==> config.mk <==
export PLATFORM = sky130hd
export DESIGN_NAME = encoder_32
export DESIGN_NICKNAME = d
export VERILOG_FILES = /design/src/rtl/encoder_32.sv
export SDC_FILE = /design/constraint.sdc
export NUM_CORES = 1
export LEC_CHECK = 0
export BUFFER_PORTS_ARGS = -buffer_cell sky130_fd_sc_hd__buf_2
export CORE_ASPECT_RATIO = 0.75
export CORE_MARGIN = 3
export CORE_UTILIZATION = 35
export CTS_BUF_LIST = sky130_fd_sc_hd__clkbuf_4
export DETAILED_ROUTE_END_ITERATION = 6
export GPL_TIMING_DRIVEN = 0
export SYNTH_ARGS = -nofsm -noshare
export SYNTH_HDL_FRONTEND = slang
export SYNTH_SLANG_ARGS = --single-unit
==> constraint.sdc <==
create_clock -name clock -period 2.86 [get_ports clock]
set_input_delay 0.572 -clock clock [delete_from_list [all_inputs] [get_ports clock]]
set_output_delay 0.572 -clock clock [all_outputs]
set_load 0.005 [all_outputs]
==> src/rtl/encoder_32.sv <==
// encoder_32: registered 32-to-5 priority encoder with sticky pending bits
// and a valid/ready output stage.
// Build option: define ENCODER_ROUND_ROBIN_EN for round-robin selection
// (default build uses fixed lowest-index priority).
module encoder_32 (
  input  logic        clock,
  input  logic        reset_n,
  input  logic [31:0] req_in,
  input  logic [31:0] mask,
  input  logic        clr_all,
  input  logic        out_ready,
  output logic        out_valid,
  output logic [4:0]  out_idx,
  output logic [31:0] pending,
  output logic        busy
);

  localparam int unsigned NReq = 32;
  localparam int unsigned IdxW = 5;

  logic [NReq-1:0] pending_q, pending_d;
  logic            out_valid_q, out_valid_d;
  logic [IdxW-1:0] out_idx_q, out_idx_d;

  logic [NReq-1:0] eligible;
  logic [NReq-1:0] claim_onehot;
  logic [IdxW-1:0] sel_idx;
  logic            sel_found;
  logic            can_load;
  logic            claim;

  assign eligible = pending_q & mask;
  assign can_load = !out_valid_q || out_ready;
  assign claim    = !clr_all && can_load && sel_found;

`ifdef ENCODER_ROUND_ROBIN_EN
  logic [IdxW-1:0] ptr_q, ptr_d;
  logic [IdxW-1:0] cand;

  // Search upward from the slot after the last claim, wrapping 31 -> 0.
  always_comb begin
    sel_found = 1'b0;
    sel_idx   = '0;
    cand      = '0;
    for (int i = 0; i < int'(NReq); i++) begin
      cand = ptr_q + IdxW'(i) + IdxW'(1);
      if (!sel_found && eligible[cand]) begin
        sel_found = 1'b1;
        sel_idx   = cand;
      end
    end
  end

  // Pointer remembers the last claimed index; flush leaves it alone.
  always_comb begin
    ptr_d = ptr_q;
    if (claim) ptr_d = sel_idx;
  end

  // Pointer register; reset value makes the first search start at bit 0.
  always_ff @(posedge clock or negedge reset_n) begin
    if (!reset_n) ptr_q <= '1;
    else          ptr_q <= ptr_d;
  end
`else
  // Fixed priority: scan high to low so the lowest eligible bit is kept.
  always_comb begin
    sel_found = |eligible;
    sel_idx   = '0;
    for (int i = int'(NReq) - 1; i >= 0; i--) begin
      if (eligible[i]) sel_idx = IdxW'(i);
    end
  end
`endif

  // Next-state for pending bits and the output stage.
  always_comb begin
    claim_onehot = '0;
    pending_d    = pending_q;
    out_valid_d  = out_valid_q;
    out_idx_d    = out_idx_q;
    if (claim) claim_onehot = NReq'(1) << sel_idx;
    if (clr_all) begin
      pending_d   = '0;
      out_valid_d = 1'b0;
    end else begin
      // A new request on the claim edge wins over the claim.
      pending_d = (pending_q & ~claim_onehot) | req_in;
      if (can_load) begin
        out_valid_d = sel_found;
        if (sel_found) out_idx_d = sel_idx;
      end
    end
  end

  // State registers.
  always_ff @(posedge clock or negedge reset_n) begin
    if (!reset_n) begin
      pending_q   <= '0;
      out_valid_q <= 1'b0;
      out_idx_q   <= '0;
    end else begin
      pending_q   <= pending_d;
      out_valid_q <= out_valid_d;
      out_idx_q   <= out_idx_d;
    end
  end

  assign out_valid = out_valid_q;
  assign out_idx   = out_idx_q;
  assign pending   = pending_q;
  assign busy      = (|pending_q) || out_valid_q;

endmodule

---- Yosys cells after proc, flatten, opt, wreduce, memory -nomap -nowiden ----
Index checks and enable logic that the tools add are counted.
word-level totals
  flip-flop bits (word level) ............. 38
  output and inout port bits .............. 39
cells by class
  shift-type cells ........................ 1
  muxes and demuxes ....................... 36
  bitwise gates (word level) .............. 5
  reductions and logical operators ........ 10
operators with widths
  cell                    number
  $mux W5                 32
  $and A32 B32 Y32        2
  $mux W32                2
  $reduce_or A32 Y1       2
  $not A32 Y32            1
  $or A32 B32 Y32         1
  $shl A1 B5 Y32 const A  1
  $reduce_and A3 Y1       1
  $logic_and A1 B1 Y1     2
  $logic_not A1 Y1        2
  $logic_or A1 B1 Y1      2
  $mux W1                 2
  $reduce_bool A2 Y1      1
  $not A1 Y1              1

---- Logic depth before layout (Yosys ltp) ----
Gate-level depths: netlist (run 1).
  word-level depth ........................ 39
  mapped depth ............................ 8
  depth with buffers taken out ............ 6

---- Worst setup path after synthesis (run 1) ----
No wires, ideal clock.
  path type ............................... input to register
  start ................................... input port mask[10]
  end ..................................... register pending_q[23] (netlist: pending[23])
  arrival time ............................ 2015 ps
  required time ........................... 2712 ps
  slack ................................... 698 ps
  stages on the path ...................... 7
  buffers on the path ..................... 1
  cell sequence ........................... a22oi_1 nand4_1 or2_1 or3_1 buf_2 nor3_1 a211oi_1
between the ends
  word-level cells in the longest chain between the ends .. 18
  elaborated cells on any way between the ends .. 20
RTL lines
  what                    line  RTL
  start: declaration      9     input logic [31:0] mask,
  $and A32 B32 Y32 (*)    32    assign eligible = pending_q & mask;
  $mux W5 (11 in a row)   71    if (eligible[i]) sel_idx = IdxW'(i);
  $shl A1 B5 Y32          82    if (claim) claim_onehot = NReq'(1) << sel_idx;
  $mux W32 (*)            82
  $not A32 Y32 (*)        88    pending_d = (pending_q & ~claim_onehot) | req_in;
  $and A32 B32 Y32 (*)    88
  $or A32 B32 Y32 (*)     88
  $mux W32 (*)            83    if (clr_all) begin
  net pending_d[23]       21    logic [NReq-1:0] pending_q, pending_d;
  end signal: assignment  103   pending_q <= pending_d;
  end: declaration        21
The timed path passes the listed nets; every way through them passes the cells marked *.
A chain may end at the register's enable or synchronous reset.

---- Worst setup path in the final report (run 1) ----
  start ................................... register pending_q[12] (netlist: pending[12])
  end ..................................... register pending_q[7] (netlist: pending[7])
between the ends
  word-level cells in the longest chain between the ends .. 20
  elaborated cells on any way between the ends .. 22
RTL lines
  what                   line
  $and A32 B32 Y32 (*)   32
  $mux W5 (13 in a row)  71
  $shl A1 B5 Y32         82
  $mux W32 (*)           82
  $not A32 Y32 (*)       88
  $and A32 B32 Y32 (*)   88
  $or A32 B32 Y32 (*)    88
  $mux W32 (*)           83
  net pending_d[7]       21
Marked as above.

==> results of run 1 <==
[registers in the layout (all words and copies together) (netlist names)]
register / count
out_valid: 1
pending: 32
out_idx: 5
[kinds of logic after synthesis]
logic type,after synthesis,synth area share [%]
compound gates,91,31.8
buf+inv,10,2.25
flops,38,39.8
mux,3,1.36
simple gates,133,24.8
[metal layers]
layer | track usage, % | up-vias | wire [um]
met3 | 4.94 | 8 | 863
met5 | 0 | - | 0
met1 | 35.2 | 1293 | 4190
met4 | 5.98 | 0 | 89
met2 | 32.2 | 122 | 3800
li1 | - | 1294 | -
[critical path, delay by kind of cell (launching register included)]
kind | cells | cell delay [ps]
compound gates | 5 | 1340
simple gates | 1 | 680
flops | 1 | 460
[worst max-delay path by stage]
stage                      from          end  slack (ps)  depth (start not counted)
floorplan              mask[10]  pending[23]         700                          7
global placement       mask[10]  pending[29]          10                          7
detailed placement     mask[10]  pending[29]         -30                          7
CTS                 pending[12]   pending[6]         210                          6
global route        pending[12]   pending[6]         -10                          6
finish              pending[12]   pending[7]         220                          6
[synthesized netlist by cell type (3+ instances only)]
| cell type | count |
|---|---|
| a21oi_1 | 6 |
| a22o_1 | 3 |
| nand4_1 | 4 |
| a311oi_1 | 21 |
| a32o_1 | 5 |
| dfrtp_1 | 38 |
| nand3_1 | 3 |
| o211ai_1 | 3 |
| nor2_1 | 63 |
| nand2_1 | 33 |
| o21ai_0 | 4 |
| inv_1 | 3 |
| a211oi_1 | 9 |
| a21o_1 | 4 |
| nor3_1 | 8 |
| a22oi_1 | 14 |
| clkbuf_1 | 4 |
| nor4_1 | 8 |
| a31oi_1 | 3 |
[power by group]
part	internal [W]	switching [W]
combinational	0.000192	0.000289
clock	0.0000843	0.000175
sequential	0.000586	0.0000585
total	0.000863	0.000522
[through the flow]
step / setup TNS (ps) / cell area (sq um) / setup WS, ps
2_1_floorplan: 0 / 2390 / 698
5_1_grt: -13.2 / 3060 / -13.2
3_5_place_dp: -33.7 / 3020 / -26.2
6_report: 0 / 3060 / 224
3_3_place_gp: 0 / 3020 / 11.1
4_1_cts: 0 / 3060 / 212
[cell type report]
type	count	area, sq um
Multi-Input combinational cell	227	1390
Buffer	7	42.5
Inverter	3	11.3
Timing Repair Buffer	105	526
Clock inverter	1	3.75
Clock buffer	5	37.5
Sequential cell	38	951
Tap cell	81	101
Fill cell	672	3380
==> qor.yml, run 1 <==
status: "completed"
drt_wl_total_um: 8940
fp.dieW_um: 101
final_common_cell: "buf_2"
setup_viol: 0
critPathMaxFanout: 8
clk_latency_ps: 340
fin_util_pct: 47.5
coreArea_sq_mm: 0.00644
cp-start-kind: "register"
worstPathCellList: "a22oi_1 -> o21ai_0 -> a31oi_1 -> o211a_1 -> nor3b_2 -> a311oi_1"
ys_seq_area_share_pct: 39.8
cts_tree: "done"
worstPathArrival_ps: 2810
grt_antenna_before_repair: 0
critPathSlowestCell: "nor3b_2"
leakagePower_nw: 1.44
cp-end-kind: "register"
layout_common_cells: "buf_2 (106), nor2_1 (63), dfrtp_1 (38)"
clk_pin_slew_ps: 120
ios: 107
syn_nets: 343
drive_gt1_share_pct: 32.9
globalplace.congestion: 0.888
vdd_drop_max_uv: 193
grt-ovfl-total: 0
max_freq_ghz: 0.379
grt_pass1_wl_um: 14100
reg2reg_depth: 6
ant_nets: 0
ys_warn_count: 0
cts_resized: 0
hold_ws_ps: 338
avgSynthCellArea_sq_um: 8.69
power.density_mw_per_mm2: 452
hold_buffers: 0
synthCells: 275
worstReg2RegEnd: "pending[7]"
initial_core_util_pct: 37.1
track_usage_pct: 23.0
antenna-diode-count: 0
firstDrtPassIters: 4
h-tree-depth: 2
die_area_sq_mm: 0.00787
root_buffer: "clkbuf_4"
maxCapViolations: 0
vias: 2717
dp_cells: 461
synth_edf_count: 0
synth_top_cell_area_share_pct: 39.8
rows: 25
hold_viol_final: 0
cts_buffers: 5
async_reset_ff_share_pct: 100
synthDistinctLibCells: 50
fin_nets: 455
syn2layout_area_growth_pct: 28.2
critical_path_class: "reg2reg"
via_per_inst: 5.82
final_cells: 467
hpwl_um: 7030
worstPathRequired_ps: 3040
synth-seq-cells: 38
skew_ps: 13.6
worst_pin_slew_ps: 900
hold_path_class: "in2async"
cts_setup_buffers: 0
clockBufferDepth: 2
drt_iter0_markers: 209
r2r_start: "pending[12]"
first_global_vias: 2626
slew_violations: 0
synth_area_leaders: "dfrtp_1 (40%), nor2_1 (9.9%), a311oi_1 (7.7%)"
synth_ff_type: "dfrtp_1"
die-height_um: 77.6
syn-cell-area_sq_mm: 0.00239
total_power_w: 0.00139
numClockSinks: 38
synth_largest_area_cell: "dfrtp_1"
post-route-period-util_pct: 92.2
drc_errors: 0
crit_path_max_incr_delay_ps: 680
wire_per_inst_um: 19.1
slew_headroom_pct: 40.0
grt_max_degree: 39
r2r_setup_slack_ps: 220
io_buffers: 105
fin_crit_ps: 2640
Power figures use the tool's default switching activity.
==> run 2, diff against run 1 <==
--- a/config.mk
+++ b/config.mk
@@ -12,6 +12,7 @@
 export CTS_BUF_LIST = sky130_fd_sc_hd__clkbuf_4
 export DETAILED_ROUTE_END_ITERATION = 6
 export GPL_TIMING_DRIVEN = 0
+export SETUP_SLACK_MARGIN = 0.3
 export SYNTH_ARGS = -nofsm -noshare
 export SYNTH_HDL_FRONTEND = slang
 export SYNTH_SLANG_ARGS = --single-unit
==> run 2 against run 1 <==
Compared with the run above: sequential cell count unchanged; core utilization increased by 1.1 points; count of clock-buffer cells in the layout unchanged; combinational power increased by 4.6%; critical endpoint is now busy; final cell count increased by 0.21%; wire length increased by 0.64%; worst hold slack got worse by 7.7 ps; die area unchanged; register-to-register slack improved by 260 ps; clock skew about the same; first-iteration DRC count decreased by 19%; critical path depth decreased by 1.
==> qor.yml, run 2 (synthesis gave the netlist of run 1 again) <==
status: "completed"
drive_gt1_share_pct: 34.4  # +1.5 points
globalplace.congestion: 0.888  # unchanged
worst_pin_slew_ps: 901  # +1.54 ps
power.density_mw_per_mm2: 452  # about the same
die-height_um: 77.6  # unchanged
grt-ovfl-total: 0  # unchanged
largest_reg_flops: 32  # unchanged
r2r_start: "pending[27]"
fin_crit_ps: 2540  # -95.6 ps
path_buf_inv: 1  # +1
reg2reg_depth: 8  # +2
fin_setup_tns_ps: 0  # unchanged
cts_buffers: 5  # unchanged
firstDrtPassIters: 4  # unchanged
cp-start-kind: "register"
rsz0062_at_grt: "yes"
power.clock.fraction_pct: 18.7  # about the same
slew_violations: 0  # unchanged
worstPathArrival_ps: 1970  # -840 ps
grt_antenna_before_repair: 0  # unchanged
track_usage_pct: 23.0  # +0.056 points
cp.depth: 5  # -1
worstPathRequired_ps: 2290  # -750 ps
ant_nets: 0  # unchanged
antenna-diode-count: 0  # unchanged
hpwl_um: 7030  # unchanged
dp_cells: 461  # unchanged
coreArea_sq_mm: 0.00644  # unchanged
seq_power_share_pct: 45.8  # -0.8 points
crit_start: "pending[12]"
initial_core_util_pct: 37.1  # unchanged
setup_viol: 0  # unchanged
power.switching_w: 0.000539  # +3.1%
rows: 25  # unchanged
h-tree-depth: 2  # unchanged
post-route-period-util_pct: 88.8  # -3.3 points
hold_viol_final: 0  # unchanged
max_freq_ghz: 0.394  # +3.8%
layout_common_cells: "buf_2 (106), nor2_1 (63), dfrtp_1 (38)"
clockBufferDepth: 2  # unchanged
ios: 107  # unchanged
skew_ps: 14.1  # +0.495 ps
first_global_vias: 2631  # +0.19%
vdd_drop_max_uv: 196  # +1.3%
crit_path_max_incr_delay_ps: 500  # -180 ps
critical_path_class: "reg2out"
via_per_inst: 5.79  # -0.47%
numClockSinks: 38  # unchanged
slew_headroom_pct: 39.9  # -0.10 points
grt_max_degree: 39  # unchanged
vias: 2710  # -0.26%
hold_ws_ps: 331  # -7.67 ps
crit_end: "busy"
critPathSlowestCell: "nor4_1"
die_area_sq_mm: 0.00787  # unchanged
final_cells: 468  # +0.21%
crit_path_frequent_cell: "nor4_1"
final_common_cell: "buf_2"
drt_iter0_markers: 169  # -19%
num-fill-cells: 664  # -1.2%
syn2layout_area_growth_pct: 31.0
clk_pin_slew_ps: 110  # about the same
drt_wl_total_um: 9000  # +0.64%
crit_family: "simple AND/OR/NAND/NOR gates"
maxCapViolations: 0  # unchanged
io_buffers: 105  # unchanged
power.internal_w: 0.000876  # +1.6%
root_buffer: "clkbuf_4"
drc_errors: 0  # unchanged
clk_latency_ps: 350  # about the same
fin_nets: 456  # +0.22%
r2r_setup_slack_ps: 480  # +260 ps
leakagePower_nw: 1.46  # +1.0%
fp.dieW_um: 101  # unchanged
grt_pass1_wl_um: 14100  # +0.25%
critPathMaxFanout: 5  # -3
hold_path_class: "in2async"
cts_tree: "done"
combPwrFrac_pct: 35.6  # +0.9 points
switching_share_pct: 38.1  # +0.35 points
worstPathCellList: "nor4_1 -> nand4_1 -> nor4_1 -> nand2_1 -> buf_2"
worstReg2RegEnd: "pending[18]"
wire_per_inst_um: 19.2  # +0.42%
cp-end-kind: "primary output"
[run 2: changes by cell type in the layout (fill, tap and decap cells not counted), moves of 2 or more]
cell	previous run	this run
a22oi_1	14	11
a22oi_2	1	4
nor4_1	8	6
nor4_2	0	2
[run 2: metrics by stage]
step / cell area [sq um] / total power, W / utilization, % / setup slack, ps
floorplan: 2390 / 0.000903 / - / 698
global placement: 3020 / 0.00112 / 46.8 / 11.1
detailed placement: 3020 / 0.00113 / 46.8 / -26.2
CTS: 3070 / 0.00140 / 47.6 / 304
global route: 3130 / 0.00150 / 48.6 / 223
finish: 3130 / 0.00141 / 48.6 / 320
[run 2: layer usage]
metal	share of wire (%)	GRT usage, %
met5	0	0
met4	1.3	5.98
met3	9.8	4.94
met2	41	32.4
met1	48	35.2
[run 2: cell type report]
cell class | count | area (sq um) | share of cell area, %
multi-input combinational | 227 | 1440 | 45.9
sequential | 38 | 951 | 30.4
timing repair buffer | 106 | 546 | 17.4
tap | 81 | 101 | 3.24
buffer | 7 | 42.5 | 1.36
clock buffer | 5 | 37.5 | 1.20
inverter | 3 | 11.3 | 0.360
clock inverter | 1 | 3.75 | 0.120
[run 2: worst register-to-register path, cell delays in order (launching register included)]
cell	delay (ps)
dfrtp_1	470
a22o_1	260
a31oi_1	180
o2111ai_1	230
a211oi_4	500
or2_1	190
buf_6	120
buf_6	180
a311oi_1	100
[run 2: power by group through the flow]
| stage | combinational, W | sequential (W) | clock, W |
|---|---|---|---|
| after CTS | 0.000484 | 0.000644 | 0.000267 |
| after floorplan | 0.000256 | 0.000647 | 0 |
| final | 0.000503 | 0.000647 | 0.000264 |
| after detailed placement | 0.000476 | 0.000655 | 0 |
| after global routing | 0.000553 | 0.000657 | 0.000293 |
| after global placement | 0.000471 | 0.000653 | 0 |
[run 2: worst min-delay path by stage]
| stage | cells past startpoint | slack (ps) | startpoint | end |
|---|---|---|---|---|
| floorplan | 0 | 280 | reset_n | out_idx[0] |
| global placement | 1 | 490 | out_idx[2] | out_idx[2] |
| detailed placement | 1 | 500 | out_idx[0] | out_idx[0] |
| CTS | 1 | 370 | reset_n | out_idx[4] |
| global route | 1 | 390 | reset_n | out_idx[4] |
| finish | 1 | 330 | reset_n | out_idx[2] |
[run 2: timing repair]
item / CTS / global route
gates resized for setup: 2 / 7
setup endpoints to repair: 12 / 20
endpoints found under the hold margin: 0 / 0
buffers inserted: 0 / 1
hold buffers: 0 / 0
==> run 3, diff against run 2 <==
--- a/config.mk
+++ b/config.mk
@@ -12,6 +12,7 @@
 export CTS_BUF_LIST = sky130_fd_sc_hd__clkbuf_4
 export DETAILED_ROUTE_END_ITERATION = 6
 export GPL_TIMING_DRIVEN = 0
+export REMOVE_ABC_BUFFERS = 1
 export SETUP_SLACK_MARGIN = 0.3
 export SYNTH_ARGS = -nofsm -noshare
 export SYNTH_HDL_FRONTEND = slang
==> run 3 against run 2 <==
Compared with the run above: register-to-register slack got worse by 110 ps; global-route usage decreased by 1.2 points; critical path depth increased by 1; combinational power decreased by 4.8%; final cell count decreased by 0.64%; via count increased by 1.5%; sequential share of layout area increased by 0.32 points; clock power increased by 4%; largest cell class unchanged; maximum frequency increased by 2.0%.
==> qor.yml, run 3 (synthesis gave the netlist of run 1 again) <==
maxCapViolations: 0  # unchanged
post-route-period-util_pct: 87.0  # -1.8 points
coreArea_sq_mm: 0.00644  # unchanged
antenna-diode-count: 0  # unchanged
critPathMaxFanout: 6  # +1
first_global_vias: 2578  # -2.0%
drive_gt1_share_pct: 34.6  # +0.27 points
slew_headroom_pct: 40.8  # +0.88 points
wire_per_inst_um: 19.1  # -0.89%
grt_pass1_wl_um: 13300  # -5.6%
track_usage_pct: 21.8  # -1.2 points
critical_path_class: "reg2reg"
initial_core_util_pct: 37.1  # unchanged
slew_violations: 0  # unchanged
die_area_sq_mm: 0.00787  # unchanged
h-tree-depth: 2  # unchanged
ios: 107  # unchanged
hpwl_um: 6710  # -4.5%
cp-start-kind: "register"
cts_buffers: 5  # unchanged
root_buffer: "clkbuf_4"
hold_buffers: 0  # unchanged
status: "completed"
rsz0062_at_grt: "no"
top_layer: "met4"
drc_errors: 0  # unchanged
max_freq_ghz: 0.402  # +2.0%
setup_viol: 0  # unchanged
wl_met2_um: 3700  # -0.46%
worstPathRequired_ps: 3070  # +780 ps
via_per_inst: 5.91  # +2.1%
num-fill-cells: 666  # +0.30%
fin_crit_ps: 2490  # -50.7 ps
cts_tree: "done"
final_cells: 465  # -0.64%
drt_wl_total_um: 8860  # -1.5%
fin_setup_tns_ps: 0  # unchanged
cp-end-kind: "register"
drt-met1-wl_um: 4120  # -3.5%
layout_common_cells: "buf_2 (106), nor2_1 (63), dfrtp_1 (38)"
worst_pin_slew_ps: 888  # -13.2 ps
largest_reg_flops: 32  # unchanged
place_area_sq_mm: 0.00298  # -1.2%
grt-ovfl-total: 0  # unchanged
die-height_um: 77.6  # unchanged
ant_nets: 0  # unchanged
numClockSinks: 38  # unchanged
wl_met3_um: 933  # +5.5%
final_common_cell: "buf_2"
fp.dieW_um: 101  # unchanged
design_area_sq_mm: 0.00310  # -1.0%
grt_antenna_before_repair: 0  # unchanged
worstPathArrival_ps: 2690  # +720 ps
fin_nets: 451  # -1.1%
hold_viol_final: 0  # unchanged
vias: 2750  # +1.5%
total_power_w: 0.00141  # -0.69%
clockBufferDepth: 2  # unchanged
globalplace.congestion: 0.836  # -5.8%
io_buffers: 106  # +0.95%
leakagePower_nw: 1.45  # -0.62%
drt_iter0_markers: 154  # -8.9%
skew_ps: 5.30  # -8.78 ps
hold_path_class: "in2async"
clk_latency_ps: 350  # about the same
syn2layout_area_growth_pct: 29.7
vdd_drop_max_uv: 165  # -16%
rows: 25  # unchanged
firstDrtPassIters: 5  # +1
clk_pin_slew_ps: 110  # about the same
dp_cells: 455  # -1.3%
power.density_mw_per_mm2: 453  # +0.35%
grt_max_degree: 39  # unchanged
-- run 3: changes by cell type in the layout (fill, tap and decap cells not counted), moves of 2 or more --
cell | previous run | this run
buf_4 | 0 | 2
buf_6 | 2 | 0
clkbuf_1 | 4 | 0
clkinv_1 | 1 | 3
-- run 3: final timing paths --
kind | from | endpoint | slack, ps | depth (start not counted)
setup / recovery | pending[28] | pending[27] | 370 | 6
hold / removal | reset_n | pending[16] | 320 | 1
setup reg to reg | pending[28] | pending[27] | 370 | 6
hold reg to reg | out_idx[2] | out_idx[2] | 520 | 1
max in group asynchronous | reset_n | pending[31] | 1970 | 1
min in group clock | req_in[2] | pending[2] | 470 | 2
-- run 3: critical path: stages, from the launching register on --
cell and delay (ps):
dfrtp_1 450, a22o_1 270, a221o_1 310, a311o_1 420, a21o_1 280, o21ai_2 430, a311oi_1 190
-- run 3: area by class of cell --
class                           count  area (sq um)  share of cell area [%]
Timing Repair Buffer              108           546                    17.6
Inverter                            3          11.3                   0.363
Sequential cell                    38           951                    30.7
Clock buffer                        5          37.5                    1.21
Tap cell                           81           101                    3.27
Multi-Input combinational cell    227          1440                    46.5
Clock inverter                      3          11.3                   0.363
-- run 3: power by group --
group | total (W) | switching (W) | internal [W]
logic | 0.000479 | 0.000289 | 0.000191
registers | 0.000651 | 0.0000650 | 0.000586
clock network | 0.000274 | 0.000187 | 0.0000878
total | 0.00141 | 0.000540 | 0.000865
-- run 3: what timing repair did --
item	4_1_cts	5_1_grt
gates resized for setup	4	6
setup buffers	0	2
setup endpoints to repair	18	25
-- run 3: stage by stage --
step	utilization [%]	hold WS [ps]	setup WS (ps)
floorplan	-	276	706
global placement	46.2	486	-14.8
detailed placement	46.2	492	15.0
CTS	47.3	348	318
global route	48.1	386	300
finish	48.1	318	371
-- run 3: routing by layer --
metal,vias up,GRT usage (%)
met1,1288,32.9
met3,9,6.65
met4,0,6.11
met2,162,29.7
li1,1291,-
met5,-,0
